[src/rtl/vga_pkg.sv]
// Shared VGA timing constants and coordinate type for the timing generator and drawing stages.
// Holds no logic of its own apart from a small range-decode helper.
package vga_pkg;

  typedef logic [9:0] coord_t;

  localparam int H_VISIBLE_DEF = 640;
  localparam int H_FP_DEF      = 16;
  localparam int H_SYNC_DEF    = 96;
  localparam int H_BP_DEF      = 48;
  localparam int V_VISIBLE_DEF = 480;
  localparam int V_FP_DEF      = 10;
  localparam int V_SYNC_DEF    = 2;
  localparam int V_BP_DEF      = 33;

  localparam int H_TOTAL = H_VISIBLE_DEF + H_FP_DEF + H_SYNC_DEF + H_BP_DEF;
  localparam int V_TOTAL = V_VISIBLE_DEF + V_FP_DEF + V_SYNC_DEF + V_BP_DEF;

  // Half-open interval test lo <= v < hi.
  function automatic logic in_range(coord_t v, coord_t lo, coord_t hi);
    return (v >= lo) && (v < hi);
  endfunction

endpackage

[src/rtl/vga_timing_gen_sync_delay.sv]
// Reset-to-ones shift register aligning sync pulses with downstream colour latency.
// Latency DEPTH clocks (DEPTH=0 is a wire); free-running with no backpressure.
module sync_delay #(
  parameter int DEPTH = 1,
  parameter int WIDTH = 2
) (
  input  logic             clk,
  input  logic             rst_n,
  input  logic [WIDTH-1:0] in_dat,
  output logic [WIDTH-1:0] out_dat
);

  generate
    if (DEPTH == 0) begin : g_bypass
      assign out_dat = in_dat;
    end else begin : g_pipe
      logic [WIDTH-1:0] pipe_q [DEPTH];
      logic [WIDTH-1:0] pipe_d [DEPTH];

      always_comb begin
        pipe_d[0] = in_dat;
        for (int i = 1; i < DEPTH; i++) begin
          pipe_d[i] = pipe_q[i-1];
        end
      end

      // Ones on reset keeps the active-low syncs idle until real data shifts through.
      always_ff @(posedge clk or negedge rst_n) begin
        if (!rst_n) begin
          for (int i = 0; i < DEPTH; i++) begin
            pipe_q[i] <= '1;
          end
        end else begin
          for (int i = 0; i < DEPTH; i++) begin
            pipe_q[i] <= pipe_d[i];
          end
        end
      end

      assign out_dat = pipe_q[DEPTH-1];
    end
  endgenerate

endmodule

[src/rtl/vga_timing_gen.sv]
// VGA raster timing: pixel/line counters, registered blank/sync decode, delayed syncs, frame events.
// Decoded outputs align with DrawX/DrawY; hs_d/vs_d lag by PIPE_DELAY; no backpressure.
module vga_timing_gen
  import vga_pkg::*;
#(
  parameter int H_VISIBLE  = H_VISIBLE_DEF,
  parameter int H_FP       = H_FP_DEF,
  parameter int H_SYNC     = H_SYNC_DEF,
  parameter int H_BP       = H_BP_DEF,
  parameter int V_VISIBLE  = V_VISIBLE_DEF,
  parameter int V_FP       = V_FP_DEF,
  parameter int V_SYNC     = V_SYNC_DEF,
  parameter int V_BP       = V_BP_DEF,
  parameter int PIPE_DELAY = 1
) (
  input  logic        vga_clk,
  input  logic        reset_n,
  output logic [9:0]  DrawX,
  output logic [9:0]  DrawY,
  output logic        blank,
  output logic        hs,
  output logic        vs,
  output logic        hs_d,
  output logic        vs_d,
  output logic        frame_start,
  output logic        vblank_start,
  output logic [15:0] frame_count
);

  localparam coord_t H_LAST    = coord_t'(H_VISIBLE + H_FP + H_SYNC + H_BP - 1);
  localparam coord_t V_LAST    = coord_t'(V_VISIBLE + V_FP + V_SYNC + V_BP - 1);
  localparam coord_t H_VIS_C   = coord_t'(H_VISIBLE);
  localparam coord_t V_VIS_C   = coord_t'(V_VISIBLE);
  localparam coord_t H_SYNC_LO = coord_t'(H_VISIBLE + H_FP);
  localparam coord_t H_SYNC_HI = coord_t'(H_VISIBLE + H_FP + H_SYNC);
  localparam coord_t V_SYNC_LO = coord_t'(V_VISIBLE + V_FP);
  localparam coord_t V_SYNC_HI = coord_t'(V_VISIBLE + V_FP + V_SYNC);

  coord_t      h_q, h_d;
  coord_t      v_q, v_d;
  logic        blank_q, blank_d;
  logic        hsync_q, hsync_d;
  logic        vsync_q, vsync_d;
  logic        frame_start_q, frame_start_d;
  logic        vblank_start_q, vblank_start_d;
  logic [15:0] frame_count_q, frame_count_d;
  logic        h_wrap, v_wrap;
  logic [1:0]  sync_dly;

  // Outputs are decoded from next-state counters so they register in step with DrawX/DrawY.
  always_comb begin
    h_wrap = (h_q == H_LAST);
    v_wrap = (v_q == V_LAST);
    h_d    = h_wrap ? '0 : h_q + coord_t'(1);
    v_d    = v_q;
    if (h_wrap) begin
      v_d = v_wrap ? '0 : v_q + coord_t'(1);
    end
    blank_d        = (h_d < H_VIS_C) && (v_d < V_VIS_C);
    hsync_d        = !in_range(h_d, H_SYNC_LO, H_SYNC_HI);
    vsync_d        = !in_range(v_d, V_SYNC_LO, V_SYNC_HI);
    frame_start_d  = (h_d == '0) && (v_d == '0);
    vblank_start_d = (h_d == '0) && (v_d == V_VIS_C);
    frame_count_d  = frame_count_q;
    if (h_wrap && v_wrap) begin
      frame_count_d = frame_count_q + 16'd1;
    end
  end

  always_ff @(posedge vga_clk or negedge reset_n) begin
    if (!reset_n) begin
      h_q            <= '0;
      v_q            <= '0;
      blank_q        <= 1'b1;
      hsync_q        <= 1'b1;
      vsync_q        <= 1'b1;
      frame_start_q  <= 1'b0;
      vblank_start_q <= 1'b0;
      frame_count_q  <= '0;
    end else begin
      h_q            <= h_d;
      v_q            <= v_d;
      blank_q        <= blank_d;
      hsync_q        <= hsync_d;
      vsync_q        <= vsync_d;
      frame_start_q  <= frame_start_d;
      vblank_start_q <= vblank_start_d;
      frame_count_q  <= frame_count_d;
    end
  end

  sync_delay #(
    .DEPTH (PIPE_DELAY),
    .WIDTH (2)
  ) u_sync_delay (
    .clk     (vga_clk),
    .rst_n   (reset_n),
    .in_dat  ({hsync_q, vsync_q}),
    .out_dat (sync_dly)
  );

  assign DrawX        = h_q;
  assign DrawY        = v_q;
  assign blank        = blank_q;
  assign hs           = hsync_q;
  assign vs           = vsync_q;
  assign hs_d         = sync_dly[1];
  assign vs_d         = sync_dly[0];
  assign frame_start  = frame_start_q;
  assign vblank_start = vblank_start_q;
  assign frame_count  = frame_count_q;

endmodule

[config.mk]
export PLATFORM = sky130hd
export DESIGN_NAME = vga_timing_gen
export DESIGN_NICKNAME = d
export VERILOG_FILES = /design/src/rtl/vga_pkg.sv /design/src/rtl/vga_timing_gen_sync_delay.sv /design/src/rtl/vga_timing_gen.sv
export SDC_FILE = /design/constraint.sdc
export NUM_CORES = 1
export LEC_CHECK = 0
export BUFFER_PORTS_ARGS = -buffer_cell sky130_fd_sc_hd__buf_2
export CORE_ASPECT_RATIO = 0.8
export CORE_MARGIN = 4
export CORE_UTILIZATION = 57
export CTS_BUF_LIST = sky130_fd_sc_hd__clkbuf_8
export DETAILED_ROUTE_END_ITERATION = 12
export PLACE_DENSITY = 0.84
export SLEW_MARGIN = 10
export SYNTH_ARGS = -nofsm -noshare
export SYNTH_HDL_FRONTEND = slang
export SYNTH_SLANG_ARGS = --single-unit
[constraint.sdc]
create_clock -name vga_clk -period 5.2 [get_ports vga_clk]
set_input_delay 1.04 -clock vga_clk [delete_from_list [all_inputs] [get_ports vga_clk]]
set_output_delay 1.04 -clock vga_clk [all_outputs]
set_load 0.02 [all_outputs]
==> impl_metrics.toml, run 1 <==
[power_and_ir_drop]
swShare_pct = 20.3
p_clk_share_pct = 43.2
intPower_mw = 0.477
p_per_area_nw_per_um2 = 221
pwr-share-seq_pct = 55.8
p_sw_mw = 0.122
vdd.ir_drop.worst_uv = 156
p_comb_share_pct = 1.1
p_leak_nw = 1.28

[synth]
synth_edf_count = 0
yosys.area.top_type_share_pct = 39.6
yosysUniqueCellTypes = 49
synth_ff_type = "dfrtp_1"
ys_seq_area_share_pct = 45.1
synthesis.nets = 244
yosysMostFrequentCell = "dfrtp_1"
syn_avg_cell_area_um2 = 10.1
netlist_top_cells_area = "dfrtp_1, xnor2_1, dfstp_2, nand4_1, xor2_1"
synth_warnings = 0
synth_area_leader_cell = "dfrtp_1"
synth_cells = 238
synth_area_um2 = 2400
ys_ff_latch = 43
synth_top_cells_by_count = "dfrtp_1, xnor2_1, nand2_1"
synthArstFlopShare_pct = 100

[route]
viasPerCell = 5.93
via_count = 1958
ant_nets = 0
routed_wl_um = 5270
dr.pass1.iters = 4
drt-wirelength-per-cell_um = 16.0
dr.first_iter.drc_count = 222
drc = 0

[setup_path]
critical_path_arrival_ps = 2930
path_max_fanout = 19
cp-start-kind = "register"
worst_setup_path_end_kind = "register"
crit_required_ps = 5420
worst-setup-path-type = "reg2reg"

[clock_tree]
root_buffer = "clkbuf_8"
clock_path_buffers = 2
cts_sinks = 43
ctsResizeCount = 0
post_cts.repair.setup_buffers = 0
hold_buffers = 0
htreeDepth = 2
cts_tree = "built"
cts_buffers = 5
clk_pin_slew_ps = 80
clock_latency_ps = 300

[flow_run]
maxCapViolCount = 0

[sta]
hold_viol_final = 0
finalSetupViolCount = 0
fmax_mhz = 370
setup_tns_ps = 0
hold_ws_ps = 370
timing.final.ws_setup_ps = 2500
worstMarginPinSlew_ps = 923
slew_violations = 0
rsz0062_at_grt = "no"
period_needed_ps = 2700
slew_headroom_pct = 38.4
finClkSkew_ps = 5.64
final.period_utilization_pct = 52.0

[run_status]
status = "complete, no violations"

[floorplanning]
core_um2 = 3930
die-area_um2 = 5320
start_util_pct = 61.1
core.rowCount = 20
die_w_um = 80.6
die_h_um = 66.1
io-pin-count = 45

[cells_and_area]
area_growth_pct = 13.0
num-nets-final = 280
antenna_cells = 0
num-fill-cells = 317
drive_gt1_share_pct = 26.5

[placement]
place_ws_ps = 2540
place_hpwl_um = 3790
gp_congestion = 0.877
portBuffers = 44

[global_route]
grt_use_total_pct = 22.1
grt.overflow.total = 0
grt_pass1_wl_um = 8870
grt_pass1_vias = 1780
grt_max_degree = 44
antenna_found_initial = 0

[min_path]
hold_class = "reg2reg"
## power groups by stage
stage          sequential, mW  clock (mW)  combinational [mW]
4_1_cts                 0.334       0.263             0.00679
5_1_grt                 0.334       0.280             0.00801
6_report                0.334       0.259             0.00631
3_3_place_gp            0.341           0             0.00684
3_5_place_dp            0.341           0             0.00679
2_1_floorplan           0.341           0         0.000000500
## metrics by stage
stage | total power [mW] | utilization, % | cells | instance area (µm²)
after global routing | 0.623 | 69.1 | 330 | 2710
after detailed placement | 0.348 | 66.2 | 322 | 2600
after global placement | 0.348 | 66.2 | 322 | 2600
after CTS | 0.604 | 69.1 | 330 | 2710
final | 0.599 | 69.1 | 330 | 2710
after floorplan | 0.341 | - | 238 | 2400
## cell families (layout without fill, tap and decap cells)
group / count (synthesis) / after routing / share of synthesized area [%]
AND/OR/NAND/NOR: 100 / 100 / 24.9
flip-flops: 43 / 43 / 45.1
AO/OA/AOI/OAI: 35 / 35 / 10.9
XOR/XNOR: 30 / 30 / 10.9
buffers and inverters: 24 / 61 / 5.16
adder cells (fa/ha/maj): 4 / 4 / 2.08
multiplexers: 2 / 2 / 0.937
## path summary, 6_finish.rpt
check / startpoint / slack [ps] / depth (start not counted) / to
min in group asynchronous: reset_n / 870 / 1 / DrawX[7]$_DFF_PN0_
max in group asynchronous: reset_n / 3760 / 1 / DrawY[3]$_DFF_PN0_
min reg2reg: hs$_DFF_PN1_ / 370 / 0 / u_sync_delay.out_dat[1]$_DFF_PN1_
min: hs$_DFF_PN1_ / 370 / 0 / u_sync_delay.out_dat[1]$_DFF_PN1_
max: DrawX[0]$_DFF_PN0_ / 2500 / 6 / vs$_DFF_PN1_
max reg2reg: DrawX[0]$_DFF_PN0_ / 2500 / 6 / vs$_DFF_PN1_
## state kept, by name, indices dropped and copies added (netlist names)
register	flops
DrawY	10
DrawX	10
vblank_start	1
frame_start	1
vs	1
blank	1
u_sync_delay.out_dat	2
hs	1
frame_count	16
## cells in the final DEF (no fill, tap or decap), types with 5 or more instances in the layout
master and n:
and4_1 5, o21ai_0 9, xnor2_1 20, nand2_1 18
nand3_1 11, nand4_1 15, nor4_1 5, dfstp_2 5
inv_1 9, nor2_1 15, buf_2 44, clkbuf_8 5
and3_1 6, dfrtp_1 38, xor2_1 10, nor3_1 8
## layer usage
layer | track usage (%) | wire, µm
met1 | 33.5 | 2500
met2 | 29.5 | 2300
met3 | 5.18 | 396
met4 | 9.70 | 80
met5 | 0 | 0
## worst max-delay path, cell delays in order (launching register included)
cell and delay [ps]:
dfrtp_1 470, ha_1 320, nand4_1 250, nor3_4 660
nand3_1 200, a22o_1 250, or4b_1 470
## layout make-up
cell class | instances | area, µm² | area share (%)
Sequential cell | 43 | 1080 | 39.9
Clock inverter | 3 | 43.8 | 1.61
Timing Repair Buffer | 44 | 220 | 8.11
Inverter | 9 | 33.8 | 1.24
Multi-Input combinational cell | 171 | 1200 | 44.1
Tap cell | 55 | 68.8 | 2.54
Clock buffer | 5 | 68.8 | 2.54
(Power assumes the default switching activity.)
==> run 2, diff against run 1 <==
- ABC_AREA: unset -> 1
- CORE_UTILIZATION: 57 -> 52
- PLACE_DENSITY: 0.84 -> 0.8
- clock period: 5.2 -> 2.3 ns (I/O delays scaled with it)
==> run 2 against run 1 <==
  * Final cell count rose by 26%
  * Count of clock-buffer cells in the layout rose by 1
  * Cell area rose by 3.5%
  * Synthesized area barely moved
  * Via count rose by 7.5%
  * Synthesized cell count rose by 29%
  * Sequential share of layout area fell by 1.3 points
  * Sequential power rose by 130%
  * Total power rose by 130%
==> impl_metrics.toml, run 2 <==
[run_status]
status = "complete, no violations"

[sta]
fmax_mhz = 497
finalSetupViolCount = 0
timing.final.ws_setup_ps = 287
slew_violations = 0
hold_viol_final = 0
setup_tns_ps = 0
finClkSkew_ps = 5.93
slew_headroom_pct = 65.1
final.period_utilization_pct = 87.5
worstMarginPinSlew_ps = 523
rsz0062_at_grt = "no"
period_needed_ps = 2010

[floorplanning]
die-area_um2 = 5780
io-pin-count = 45
die_w_um = 84.0
core_um2 = 4310
start_util_pct = 55.7
core.rowCount = 21
die_h_um = 68.8

[synth]
synth_cells = 308
synth_area_um2 = 2400
synth_edf_count = 0
yosys.area.top_type_share_pct = 39.6
ys_seq_area_share_pct = 45.1
yosysUniqueCellTypes = 28
synth_top_cells_by_count = "nand2_1, inv_1, dfrtp_1"
synth_ff_type = "dfrtp_1"
synth_area_leader_cell = "dfrtp_1"
syn_avg_cell_area_um2 = 7.80
yosysMostFrequentCell = "nand2_1"
ys_ff_latch = 43
synthArstFlopShare_pct = 100
netlist_top_cells_area = "dfrtp_1, nand2_1, inv_1, nand3_1, dfstp_2"
synthesis.nets = 314
synth_warnings = 0

[global_route]
grt_max_degree = 44
grt.overflow.total = 0
grt_use_total_pct = 19.5
grt_pass1_vias = 1937
grt_pass1_wl_um = 8960
antenna_found_initial = 0

[route]
dr.first_iter.drc_count = 135
viasPerCell = 5.05
drc = 0
ant_nets = 0
drt-wirelength-per-cell_um = 12.7
dr.pass1.iters = 4
routed_wl_um = 5310
via_count = 2104

[setup_path]
reg2reg_to = "frame_count[15]$_DFFE_PN0P_"
cp_slowest_stage_delay_ps = 430
reg2reg_from = "DrawX[0]$_DFF_PN0_"
crit_required_ps = 2470
cp-start-kind = "register"
worst_path_dominant_cell_family = "simple AND/OR/NAND/NOR gates"
critical_path.most_common_cell = "nor2_4"
reg2reg_depth = 9
path_max_fanout = 14
regToRegSetupSlack_ps = 290
critPathBufInv = 0
critical-path-slowest-cell = "dfrtp_2"
crit_path_cell_trace = "ha_1, nand2_2, nor2_4, nand3_4, nor2_4, nand4_4, nor2_4, nand2_2, xnor2_2"
critical_path_arrival_ps = 2190
worst-setup-path-type = "reg2reg"
worst_setup_path_end_kind = "register"

[clock_tree]
post_cts.repair.setup_buffers = 0
ctsResizeCount = 0
cts_tree = "built"
clock_path_buffers = 2
hold_buffers = 0
htreeDepth = 2
cts_sinks = 43
clock_latency_ps = 280
root_buffer = "clkbuf_8"
clk_pin_slew_ps = 80
cts_buffers = 5

[power_and_ir_drop]
vdd.ir_drop.worst_uv = 597
p_leak_nw = 1.59
p_per_area_nw_per_um2 = 483

[cells_and_area]
num-nets-final = 365
layout_commonest_cell = "nand2_1"
final_area_um2 = 2810
antenna_cells = 0
area_growth_pct = 16.9
final_cell_mix = "nand2_1, inv_1, buf_2, dfrtp_1, nor2_1"
drive_gt1_share_pct = 21.7
fin_cells = 417
largest_reg_flops = 16

[min_path]
hold_class = "in2async"

[placement]
place_hpwl_um = 4130
place_area_um2 = 2690
portBuffers = 44
gp_congestion = 0.960
place_ws_ps = 249
post-place-cells = 409

[flow_run]
maxCapViolCount = 0
==> run 2: kinds of logic after synthesis <==
logic type                 synth area share [%]
AOI/OAI and AO/OA                          2.45
xor gates and xnor gates                   6.46
adders and majority gates                  2.08
buffers and inverters                      7.97
DFF                                        45.1
and+or+nand+nor                            36.0
==> run 2: final cells by class <==
type	count	area [µm²]
flip-flops and latches	43	1080
multi-input cells	216	1130
fillers	396	1500
repair buffers	45	228
clock inverters	2	35.0
inverters	48	180
well taps	57	71.3
clock buffers	6	82.6
==> run 2: metrics by stage <==
stage / power (mW) / utilization, % / hold slack [ps]
final: 1.36 / 65.2 / 239
after CTS: 1.38 / 65.1 / 245
after floorplan: 0.771 / - / 164
after detailed placement: 0.787 / 62.4 / 357
after global routing: 1.42 / 65.2 / 290
after global placement: 0.787 / 62.4 / 358
==> run 2: worst max path at each step <==
stage / startpoint / to / slack (ps) / cells past startpoint
6_report: DrawX[0]$_DFF_PN0_ / frame_count[15]$_DFFE_PN0P_ / 290 / 9
3_3_place_gp: DrawX[0]$_DFF_PN0_ / frame_count[13]$_DFFE_PN0P_ / 350 / 9
2_1_floorplan: DrawX[0]$_DFF_PN0_ / frame_count[13]$_DFFE_PN0P_ / 370 / 9
4_1_cts: DrawX[0]$_DFF_PN0_ / frame_count[15]$_DFFE_PN0P_ / 240 / 9
3_5_place_dp: DrawX[0]$_DFF_PN0_ / frame_count[15]$_DFFE_PN0P_ / 250 / 9
5_1_grt: DrawX[1]$_DFF_PN0_ / frame_start$_DFF_PN0_ / 40 / 11
==> run 2: layer usage <==
layer | GRT usage (%) | up-vias | part of all wire, %
met1 | 28.2 | 964 | 49
met4 | 5.62 | 0 | 1.2
met2 | 30.1 | 67 | 43
met5 | 0 | - | 0
li1 | - | 1069 | -
met3 | 3.68 | 4 | 6.5
==> run 2: power by group <==
group	internal (mW)	total, mW	switching (mW)
sequential	0.756	0.756	0
clock	0.351	0.586	0.234
combinational	0.00172	0.0155	0.0138
